**src/rtl/booth_mult_seq_pkg.sv**
```systemverilog
// rtl/booth_mult_seq_pkg.sv - shared widths, FSM encodings and Booth operand select for booth_mult_seq
package booth_mult_seq_pkg;

    localparam int WIDTH = 32;
    localparam int CNT_W = 5;

    typedef enum logic [1:0] {
        ST_IDLE = 2'd0,
        ST_RUN  = 2'd1,
        ST_DONE = 2'd2
    } state_t;

    typedef struct packed {
        logic [WIDTH:0] op;
        logic           cin;
    } booth_op_t;

    // Pair {Q[0],q_1}: 01 adds M, 10 adds ~M with carry-in (i.e. subtracts M), else adds zero.
    function automatic booth_op_t booth_select(input logic [1:0] pair, input logic [WIDTH:0] m);
        booth_op_t r;
        r.op  = '0;
        r.cin = 1'b0;
        case (pair)
            2'b01: r.op = m;
            2'b10: begin
                r.op  = ~m;
                r.cin = 1'b1;
            end
            default: ;
        endcase
        return r;
    endfunction

endpackage

```
**src/rtl/adder.sv**
```systemverilog
// rtl/adder.sv - 32-bit carry-lookahead adder built from 4-bit lookahead groups
module adder
    import booth_mult_seq_pkg::*;
(
    input  logic [WIDTH-1:0] a,
    input  logic [WIDTH-1:0] b,
    input  logic             c0,
    output logic [WIDTH-1:0] s,
    output logic             c32
);

    localparam int GRP = 4;
    localparam int NG  = WIDTH / GRP;

    logic [WIDTH-1:0] g;
    logic [WIDTH-1:0] p;
    logic [WIDTH-1:0] c;
    logic [NG-1:0]    gg;
    logic [NG-1:0]    gp;
    logic [NG:0]      gc;

    always_comb begin
        g  = a & b;
        p  = a ^ b;
        gg = '0;
        gp = '0;
        gc = '0;
        c  = '0;
        gc[0] = c0;
        for (int j = 0; j < NG; j++) begin
            gg[j] = g[GRP*j+3]
                  | (p[GRP*j+3] & g[GRP*j+2])
                  | (p[GRP*j+3] & p[GRP*j+2] & g[GRP*j+1])
                  | (p[GRP*j+3] & p[GRP*j+2] & p[GRP*j+1] & g[GRP*j]);
            gp[j] = &p[GRP*j +: GRP];
            gc[j+1] = gg[j] | (gp[j] & gc[j]);
        end
        // Carries inside each group are expanded from the group carry-in, not rippled.
        for (int j = 0; j < NG; j++) begin
            c[GRP*j]   = gc[j];
            c[GRP*j+1] = g[GRP*j] | (p[GRP*j] & gc[j]);
            c[GRP*j+2] = g[GRP*j+1]
                       | (p[GRP*j+1] & g[GRP*j])
                       | (p[GRP*j+1] & p[GRP*j] & gc[j]);
            c[GRP*j+3] = g[GRP*j+2]
                       | (p[GRP*j+2] & g[GRP*j+1])
                       | (p[GRP*j+2] & p[GRP*j+1] & g[GRP*j])
                       | (p[GRP*j+2] & p[GRP*j+1] & p[GRP*j] & gc[j]);
        end
        s   = p ^ c;
        c32 = gc[NG];
    end

endmodule

```
**src/rtl/booth_mult_seq.sv**
```systemverilog
// rtl/booth_mult_seq.sv - sequential signed radix-2 Booth multiplier, one iteration per clock through the CLA
module booth_mult_seq
    import booth_mult_seq_pkg::*;
(
    input  logic                 clk,
    input  logic                 rst,
    input  logic                 start,
    input  logic [WIDTH-1:0]     mcand,
    input  logic [WIDTH-1:0]     mplier,
    output logic                 busy,
    output logic                 done,
    output logic [2*WIDTH-1:0]   product
);

    state_t             state;
    logic [WIDTH:0]     m33;
    logic [WIDTH:0]     a33;
    logic [WIDTH-1:0]   q;
    logic               q_1;
    logic [CNT_W-1:0]   count;

    booth_op_t          sel;
    logic [WIDTH-1:0]   sum_lo;
    logic               c_out;
    logic [WIDTH:0]     sum33;
    logic [WIDTH:0]     a33_next;
    logic [WIDTH-1:0]   q_next;

    always_comb sel = booth_select({q[0], q_1}, m33);

    adder u_adder (
        .a   (a33[WIDTH-1:0]),
        .b   (sel.op[WIDTH-1:0]),
        .c0  (sel.cin),
        .s   (sum_lo),
        .c32 (c_out)
    );

    // Bit 32 is the sign extension of the 33-bit sum so -M of M=-2^31 stays representable.
    assign sum33    = {a33[WIDTH] ^ sel.op[WIDTH] ^ c_out, sum_lo};
    assign a33_next = {sum33[WIDTH], sum33[WIDTH:1]};
    assign q_next   = {sum33[0], q[WIDTH-1:1]};

    always_ff @(posedge clk) begin
        if (rst) begin
            state   <= ST_IDLE;
            busy    <= 1'b0;
            done    <= 1'b0;
            product <= '0;
            m33     <= '0;
            a33     <= '0;
            q       <= '0;
            q_1     <= 1'b0;
            count   <= '0;
        end else begin
            case (state)
                ST_IDLE: begin
                    done <= 1'b0;
                    if (start) begin
                        m33   <= {mcand[WIDTH-1], mcand};
                        a33   <= '0;
                        q     <= mplier;
                        q_1   <= 1'b0;
                        count <= '0;
                        busy  <= 1'b1;
                        state <= ST_RUN;
                    end
                end
                ST_RUN: begin
                    a33   <= a33_next;
                    q     <= q_next;
                    q_1   <= q[0];
                    count <= count + 1'b1;
                    if (count == CNT_W'(WIDTH - 1)) begin
                        product <= {a33_next[WIDTH-1:0], q_next};
                        done    <= 1'b1;
                        state   <= ST_DONE;
                    end
                end
                ST_DONE: begin
                    done  <= 1'b0;
                    busy  <= 1'b0;
                    state <= ST_IDLE;
                end
                default: begin
                    done  <= 1'b0;
                    busy  <= 1'b0;
                    state <= ST_IDLE;
                end
            endcase
        end
    end

endmodule

```
**config.mk**
```make
export PLATFORM = sky130hd
export DESIGN_NAME = booth_mult_seq
export DESIGN_NICKNAME = d
export VERILOG_FILES = /design/src/rtl/booth_mult_seq_pkg.sv /design/src/rtl/adder.sv /design/src/rtl/booth_mult_seq.sv
export SDC_FILE = /design/constraint.sdc
export NUM_CORES = 1
export LEC_CHECK = 0
export CAP_MARGIN = 20
export CORE_MARGIN = 2
export CORE_UTILIZATION = 30
export DETAILED_ROUTE_END_ITERATION = 8
export GPL_TIMING_DRIVEN = 0
export HOLD_SLACK_MARGIN = 0.05
export SETUP_SLACK_MARGIN = 0.3
export SYNTH_ARGS = -nofsm -noshare
export SYNTH_HDL_FRONTEND = slang
export SYNTH_SLANG_ARGS = --single-unit
```
**constraint.sdc**
```tcl
create_clock -name clk -period 4.49 [get_ports clk]
set_clock_uncertainty 0.2 [all_clocks]
set_input_delay 1.1225 -clock clk [delete_from_list [all_inputs] [get_ports clk]]
set_output_delay 1.1225 -clock clk [all_outputs]
set_load 0.01 [all_outputs]
```
* After elaboration in Yosys (flattened, before gate mapping) *
Cells that the tools add are included.

operators by class
  eq/ne operators = 6
  reduce and logical (&&, ||, !) cells = 16
  shifts and indexed selects = 0
  add/subtract/negate cells = 1
  magnitude comparators = 0
  divide/modulo/power cells = 0
  bitwise operators = 207
  multiplexer cells = 15
  multiply operators = 0

operators by type and width
  kind                   number
  $pmux W33 S2           2
  $and A1 B1 Y1          120
  $or A1 B1 Y1           80
  $pmux W32 S2           1
  $xor A32 B32 Y32       2
  $mux W33               1
  $not A33 Y33           1
  $and A32 B32 Y32       1
  $mux W32               1
  $reduce_and A4 Y1      8
  $pmux W5 S2            1
  $reduce_and A2 Y1      5
  $add A5 B1 Y5 const B  1
  $eq A5 B5 Y1 const B   1
  $mux W5                1
  $eq A2 B1 Y1 const B   2
  $mux W2                2
  $ne A2 B2 Y1 const B   2
  $pmux W1 S2            2
  $pmux W2 S2            1
  $mux W1                3
  $eq A2 B2 Y1 const B   1
  $logic_not A2 Y1       1
  $reduce_bool A2 Y1     1
  other kinds (3)        4

word-level totals
  input port bits = 67
  latch bits = 0
  register bits = 171
  memories kept = 0
  output and inout bits = 66
  ROM bits = 0
  RAM bits = 0

* Longest topological paths before layout *
Gate-level depths: netlist (run 1).

  depth in word-level cells = 24
  gate-level depth with buffers = 17
  gate-level depth less buffers = 15

* Cells and area by module *
From an unflattened synthesis (run 1), not the netlist that was laid out.

unflattened totals
  cell total of the unflattened synthesis = 927
  area total of the unflattened synthesis = 7873.8 um2

modules (own cells, without submodules)
  module          cells each  area each (um2)  instances
  booth_mult_seq  765         6512.5           1
  adder           162         1361.3           1

* Worst setup path before layout (run 1) *
No wires, ideal clock.

  path type = reg-to-reg
  from = register q_1
  to = register a33[28]
  stages on the path, launching flop included = 16
  slack = 0.768 ns
  data required time = 4.162 ns
  data arrival time = 3.394 ns
  clock period less this slack = 3.722 ns
  buffers on the path = 1
  library setup time = 0.128 ns
  cells stage by stage = dfxtp_1 -> nor2b_1 -> clkbuf_1 -> nand2_1 -> o21ai_0 -> ha_1 -> a21o_1 -> a31o_1 -> a211oi_2 -> o32ai_2 -> or3_2 -> fa_1 -> xnor2_1 -> nor2_1 -> a31oi_1 -> nor2_1

between the ends
  word-level cells in the longest chain between the ends = 24
  elaborated cells on any way between the ends = 87

RTL lines
  what                                                  line                                   source
  start: declaration                                    booth_mult_seq.sv:19                   logic q_1;
  start signal: assignment                              booth_mult_seq.sv:72                   q_1 <= q[0];
  $eq A2 B2 Y1 or $eq A2 B1 Y1 (tied branches)          booth_mult_seq_pkg.sv:23               case (pair)
  $pmux W33 S2                                          booth_mult_seq_pkg.sv:23
  $xor A32 B32 Y32 or $and A32 B32 Y32 (tied branches)  adder.sv:24, adder.sv:23
  $and A1 B1 Y1 (on tied branches)                      adder.sv:32, adder.sv:33, adder.sv:34
  $or A1 B1 Y1, or another cell as far along            adder.sv:32                            | (p[GRP*j+3] & g[GRP*j+2])
  $or A1 B1 Y1 or $and A1 B1 Y1 (tied branches)         adder.sv:33, adder.sv:34
  $or A1 B1 Y1                                          adder.sv:34                            | (p[GRP*j+3] & p[GRP*j+2] & p[GRP*j+1] & g[GRP*j]);
  $or A1 B1 Y1                                          adder.sv:36                            gc[j+1] = gg[j] | (gp[j] & gc[j]);
  (+8 left out)                                         --
  $and A1 B1 Y1                                         adder.sv:36
  $or A1 B1 Y1                                          adder.sv:36
  $and A1 B1 Y1                                         adder.sv:36
  $or A1 B1 Y1                                          adder.sv:36
  $and A1 B1 Y1                                         adder.sv:41                            c[GRP*j+1] = g[GRP*j] | (p[GRP*j] & gc[j]);
  $or A1 B1 Y1                                          adder.sv:41
  $xor A32 B32 Y32 *                                    adder.sv:50                            s = p ^ c;
  $pmux W33 S2 *                                        booth_mult_seq.sv:56                   case (state)
  end signal: assignment                                booth_mult_seq.sv:70                   a33 <= a33_next;
  end: declaration                                      booth_mult_seq.sv:17                   logic [WIDTH:0] a33;

Every way passes the cells marked *; elsewhere a longest branch is shown, timed or not.
A chain may end at the register's enable or synchronous reset.

* Worst setup path after layout (run 1) *
  from = register q_1
  to = register product[60]

between the ends
  word-level cells in the longest chain between the ends = 23
  elaborated cells on any way between the ends = 86

RTL lines
  what                                                  line                                   source
  $eq A2 B2 Y1 or $eq A2 B1 Y1 (tied branches)          booth_mult_seq_pkg.sv:23
  $pmux W33 S2                                          booth_mult_seq_pkg.sv:23
  $xor A32 B32 Y32 or $and A32 B32 Y32 (tied branches)  adder.sv:24, adder.sv:23
  $and A1 B1 Y1 (on tied branches)                      adder.sv:32, adder.sv:33, adder.sv:34
  $or A1 B1 Y1, or another cell as far along            adder.sv:32
  $or A1 B1 Y1 or $and A1 B1 Y1 (tied branches)         adder.sv:33, adder.sv:34
  $or A1 B1 Y1                                          adder.sv:34
  $or A1 B1 Y1                                          adder.sv:36
  (+7 left out)                                         --
  $or A1 B1 Y1                                          adder.sv:36
  $and A1 B1 Y1                                         adder.sv:36
  $or A1 B1 Y1                                          adder.sv:36
  $and A1 B1 Y1                                         adder.sv:36
  $or A1 B1 Y1                                          adder.sv:36
  $and A1 B1 Y1                                         adder.sv:41
  $or A1 B1 Y1                                          adder.sv:41
  $xor A32 B32 Y32 *                                    adder.sv:50
  end signal: assignment                                booth_mult_seq.sv:75                   product <= {a33_next[WIDTH-1:0], q_next};
  end: declaration                                      booth_mult_seq.sv:12                   output logic [2*WIDTH-1:0] product

Marks and branches as above.

==> flow_summary.toml, run 1 <==
[timing]
hold_slack_ps = 255
timing.fmax_mhz = 247
final-setup-viol-count = 0
final_hold_viol_count = 0
slew_violations = 0
finalSetupTns_ps = 0
fin_crit_ps = 4040
rsz0062_at_grt = "false"
tightestPinTransition_ps = 913
slew_headroom_pct = 39.1
post-route-period-util_pct = 90.0

[routing]
drt-initial-drc-count = 454
avgViaCountPerCell = 4.99
finalWirelength_mm = 24.7
drtPass1Iterations = 5
ant_nets = 0
drc = 0
vias = 7456
routedWlPerCell_um = 16.5

[final_layout]
fin_nets = 1255
area_growth_pct = 29.7
fillCellCount = 2687
final_cell_mix = "nand2_1 (275), dfxtp_1 (168), clkdlybuf4s50_1 (132)"
fin_cells = 1494
seqCellArea_um2 = 3410
multiInputGateArea_um2 = 4260
final_core_util_pct = 39.5
final_common_cell = "nand2_1"
diodes = 0
drive_gt1_share_pct = 5.87

[placement]
dp.cells = 1461
io_buffers = 132
dp_hpwl_mm = 18.3
gp_congestion = 0.907

[die]
core_area_um2 = 26100
fp-row-count = 59
fp.dieW_um = 167
die_area_um2 = 27800
top_level_ports = 133
start_util_pct = 30.5
die_y_um = 167

[logic_synthesis]
synth_ff_type = "dfxtp_1"
synth_area_leader_cell = "dfxtp_1"
synth.top_cell.area_share_pct = 42.8
async_flop_share_pct = 0
syn_nets = 1102
ys_warn_count = 0
synth_edf_count = 0
netlist-cell-type-count = 65
ys_seq_area_share_pct = 42.8
synth_area_um2 = 7950
ys_seq_elements = 170
syn_area_per_cell_um2 = 8.00
ys_top_cells_by_area = "dfxtp_1 (43%), nand2_1 (13%), a21oi_1 (6.2%), ha_1 (5.4%), nor2_1 (3.7%)"
synthesis.instances = 994

[clock_tree]
clockBufferDepth = 2
cts_sinks = 170
clk_latency_ps = 430
tritoncts = "built"
ctsRootBufferMaster = "clkbuf_16"
htree_levels = 4
cts_buffers = 17
clk_pin_slew_ps = 70

[critical_path]
r2r_slack_ps = 450
arrival_ps = 4190
critical_path_required_ps = 4640
critPathLaunchType = "flip-flop"
cp-end-kind = "flip-flop"
r2r_end = "product[60]"
worstSetupPathType = "reg2reg"
rr_startpoint = "q_1"
crit_end = "product[60]"
critPathMaxFanout = 10
worst_r2r_path_depth = 13
crit_start = "q_1"

[global_route]
grt_pass1_vias = 7377
antenna_found_initial = 0
grt_usage_pct = 17.7
grt_start_max_net_pins = 17
grt_pass1_wl_mm = 39.0
grt_overflow = 0

[run]
cap_violations = 0

[power_and_ir_drop]
powerDensity_nw_per_um2 = 340
ir_worst_vdd_mv = 0.214
power_leakage_nw = 3.92
power_mw = 3.50

[min_path]
min_path_type = "reg2reg"
hp-start = "product[43]"

[run_status]
status = "complete, no violations"
==> cell usage after synthesis (7+ instances only) <==
cell,n
nor3_1,10
a211oi_1,10
nand2_1,275
a22o_1,17
a21o_1,9
a311oi_1,31
fa_1,7
buf_1,10
a21oi_1,99
clkbuf_1,50
inv_1,12
o21ai_0,51
a31oi_1,7
dfxtp_1,170
nand3_1,15
ha_1,34
nor2_1,78
xor2_1,10
xnor2_1,7
==> power by group <==
group          internal (mW)  switching [mW]  total [mW]
Sequential              1.57          0.0466        1.62
Combinational          0.183           0.284       0.467
Clock                  0.766           0.650        1.42
Total                   2.52           0.980        3.50
==> metal layers <==
| metal | routed length (um) | share of wire [%] | vias to the layer above | track usage, % |
|---|---|---|---|---|
| li1 | - | - | 3761 | - |
| met4 | 451 | 1.8 | 0 | 4.61 |
| met1 | 11700 | 47 | 3489 | 23.3 |
| met2 | 11400 | 46 | 173 | 29.3 |
| met5 | 0 | 0 | - | 0 |
| met3 | 1140 | 4.6 | 33 | 4.18 |
==> per-stage QoR <==
step                      worst slack (ps)  instance area [um2]
after global placement                -425                 9690
final                                  447                10300
after global routing                   352                10300
after floorplan                        768                 7950
after detailed placement              -422                 9690
after CTS                              314                10300
==> logic make-up (layout without fill, tap and decap cells) <==
group | after synthesis | after routing | synth area share (%)
AND/OR/NAND/NOR | 422 | 422 | 22.3
AO/OA/AOI/OAI | 265 | 265 | 21.7
flip-flops | 170 | 170 | 42.8
buffers and inverters | 79 | 244 | 4.12
adder cells (fa/ha/maj) | 41 | 41 | 7.12
XOR/XNOR | 17 | 17 | 1.87
==> final cells by class <==
class	count	area share, %
clock buffer	18	4.16
clock inverter	13	1.18
multi-input combinational	745	41.3
sequential	170	33.1
buffer	67	2.84
tap	335	4.07
timing repair buffer	134	13.0
inverter	12	0.437
==> how the worst min path moves through the flow <==
stage          cells after the start  slack [ps]          end
3_3_place_gp                       2         240      a33[22]
3_5_place_dp                       2         250  product[27]
5_1_grt                            2         280  product[44]
6_report                           2         260  product[43]
2_1_floorplan                      1         230     count[3]
4_1_cts                            2         260  product[27]
==> worst max-delay path, cell delays in order (launching register included) <==
cell and delay (ps):
dfxtp_2 350, nand2b_2 280, clkbuf_2 220, o21ai_1 210, ha_1 330, a21o_1 240, a31o_1 260, a211oi_4 330
o32ai_2 170, or3_2 460, fa_1 420, xnor2_2 150, buf_4 150, a211oi_1 200
==> repair_timing <==
item                       in CTS  in global routing
setup endpoints to repair      26                  4
pin swaps                       0                  1
hold buffers                    0                  0
setup buffers                   0                  2
resized for setup              15                  8
==> registers in the layout (all words and copies together), names as in the netlist <==
register / count
q_1: 1
done: 1
m33: 32
q: 32
busy: 1
count: 5
state: 2
a33: 32
product: 64
Power figures use the tool's default switching activity.
==> run 2, diff against run 1 <==
Settings changed: CORE_UTILIZATION 30 to 54, PLACE_DENSITY set to 0.81.
==> run 2 against run 1 <==
Net effect: combinational power about the same; sequential power about the same; via count rose by 4.2%; final area fell by 1.4%; highest routed layer unchanged; power grew 2.6%.
==> flow_summary.toml, run 2 (synthesized netlist as in run 1, its figures left out) <==
[global_route]
grt_pass1_vias = 7213
grt_start_max_net_pins = 17
grt_pass1_wl_mm = 36.4
antenna_found_initial = 0
grt_usage_pct = 29.0
grt_overflow = 0

[final_layout]
fin_nets = 1254
final_cell_mix = "nand2_1 (275), dfxtp_1 (168), clkdlybuf4s50_1 (132)"
largest_reg_flops = 64
final_common_cell = "nand2_1"
top_register = "product"
drive_gt1_share_pct = 5.78
area_growth_pct = 27.8
diodes = 0
fin_cells = 1343

[routing]
drc = 0
avgViaCountPerCell = 5.79
drtPass1Iterations = 5
finalWirelength_mm = 22.9
ant_nets = 0
drt-initial-drc-count = 698
routedWlPerCell_um = 17.0
vias = 7772

[power_and_ir_drop]
power_leakage_nw = 3.94
power.share.switching_pct = 26.0
switchingPower_mw = 0.935
ir_worst_vdd_mv = 0.267
pwr-share-seq_pct = 45.1
clockPowerShare_pct = 42.0
combPwrFrac_pct = 12.9
power.internal_mw = 2.66
powerDensity_nw_per_um2 = 354

[timing]
slew_headroom_pct = 40.8
final_hold_viol_count = 0
timing.fmax_mhz = 246
final-setup-viol-count = 0
rsz0062_at_grt = "false"
layout_setup_ws_ps = 425
slew_violations = 0
fin_crit_ps = 4060
finalSetupTns_ps = 0
hold_slack_ps = 251
post-route-period-util_pct = 90.5
tightestPinTransition_ps = 888

[critical_path]
critPathLaunchType = "flip-flop"
slowest_stage = "or3_2"
worstSetupPathType = "reg2reg"
worst_r2r_path_depth = 14
cp-end-kind = "flip-flop"
r2r_end = "a33[28]"
critPathMaxFanout = 10
crit_start = "q_1"
arrival_ps = 4160
cpMostUsedCell = "nor2_1"
r2r_slack_ps = 430
critPathMaxStageDelay_ps = 450
critical_path_required_ps = 4590
path_cells = "nand2b_2, buf_2, o21ai_1, ha_1, a21o_1, a31o_1, a211oi_2, o32ai_2, or3_2, fa_1, xnor2_2, nor2_1, a31oi_1, nor2_1"
rr_startpoint = "q_1"

[min_path]
worstHoldPathCells = 2
min_path_type = "reg2reg"
hp-start = "product[19]"
whs_endpoint = "product[19]"

[clock_tree]
tritoncts = "built"
cts_sinks = 170
htree_levels = 4
clk_latency_ps = 430
clockBufferDepth = 2
cts_hold_buffers = 0
ctsRootBufferMaster = "clkbuf_16"
clk_pin_slew_ps = 60
cts_buffers = 17

[die]
die_y_um = 125
die_area_um2 = 15700
top_level_ports = 133
start_util_pct = 54.9
fp-row-count = 44
fp.dieW_um = 125
core_area_um2 = 14500

[placement]
io_buffers = 132
dp_hpwl_mm = 16.2
gp_congestion = 0.972
dp.cells = 1310
pre_cts_ws_ps = -338

[run_status]
status = "complete, no violations"

[run]
cap_violations = 0
==> run 2: cell type report <==
| class | count | area, um2 |
|---|---|---|
| Timing Repair Buffer | 133 | 1330 |
| Fill cell | 1155 | 4320 |
| Sequential cell | 170 | 3410 |
| Tap cell | 184 | 230 |
| Multi-Input combinational cell | 745 | 4250 |
| Inverter | 12 | 45.0 |
| Buffer | 67 | 293 |
| Clock buffer | 21 | 460 |
| Clock inverter | 11 | 145 |
==> run 2: metal layers <==
metal	wire (um)	vias to the layer above	share of wire, %	track usage, %
li1	-	3760	-	-
met1	10100	3643	44	39.0
met2	10600	316	46	47.0
met3	1600	53	7.0	4.66
met4	586	0	2.6	11.6
met5	0	-	0	0
==> run 2: power groups by stage <==
stage	Clock (mW)	Combinational (mW)	Sequential [mW]
5_1_grt	1.59	0.510	1.63
3_5_place_dp	0	0.446	1.65
2_1_floorplan	0	0.286	1.64
4_1_cts	1.51	0.455	1.62
3_3_place_gp	0	0.439	1.65
6_report	1.51	0.465	1.62
==> run 2: repair_timing <==
action                                  4_1_cts  5_1_grt
resized for setup                            12       13
endpoints found under the setup margin       17        5
pin swaps                                     0        2
setup buffers                                 0        1
==> run 2: how the worst max path moves through the flow <==
stage,cells after the start,end,slack [ps]
floorplan,15,a33[28],770
global placement,15,a33[28],-290
detailed placement,15,a33[28],-340
CTS,14,a33[28],300
global route,15,a33[28],300
finish,14,a33[28],430
==> run 2: per-stage QoR <==
stage	util, %	area (um2)	power (mW)
2_1_floorplan	-	7950	1.92
3_3_place_gp	65.6	9500	2.09
3_5_place_dp	65.6	9500	2.09
4_1_cts	70.0	10100	3.58
5_1_grt	70.2	10200	3.72
6_report	70.2	10200	3.59
==> run 2: worst max-delay path, delay by kind of cell, from the launching register on <==
kind	cells	cell delay, ps
DFF	1	350
AOI/OAI and AO/OA	6	1290
buffers and inverters	1	210
and+or+nand+nor	4	850
adders and majority gates	2	760
xor gates and xnor gates	1	270
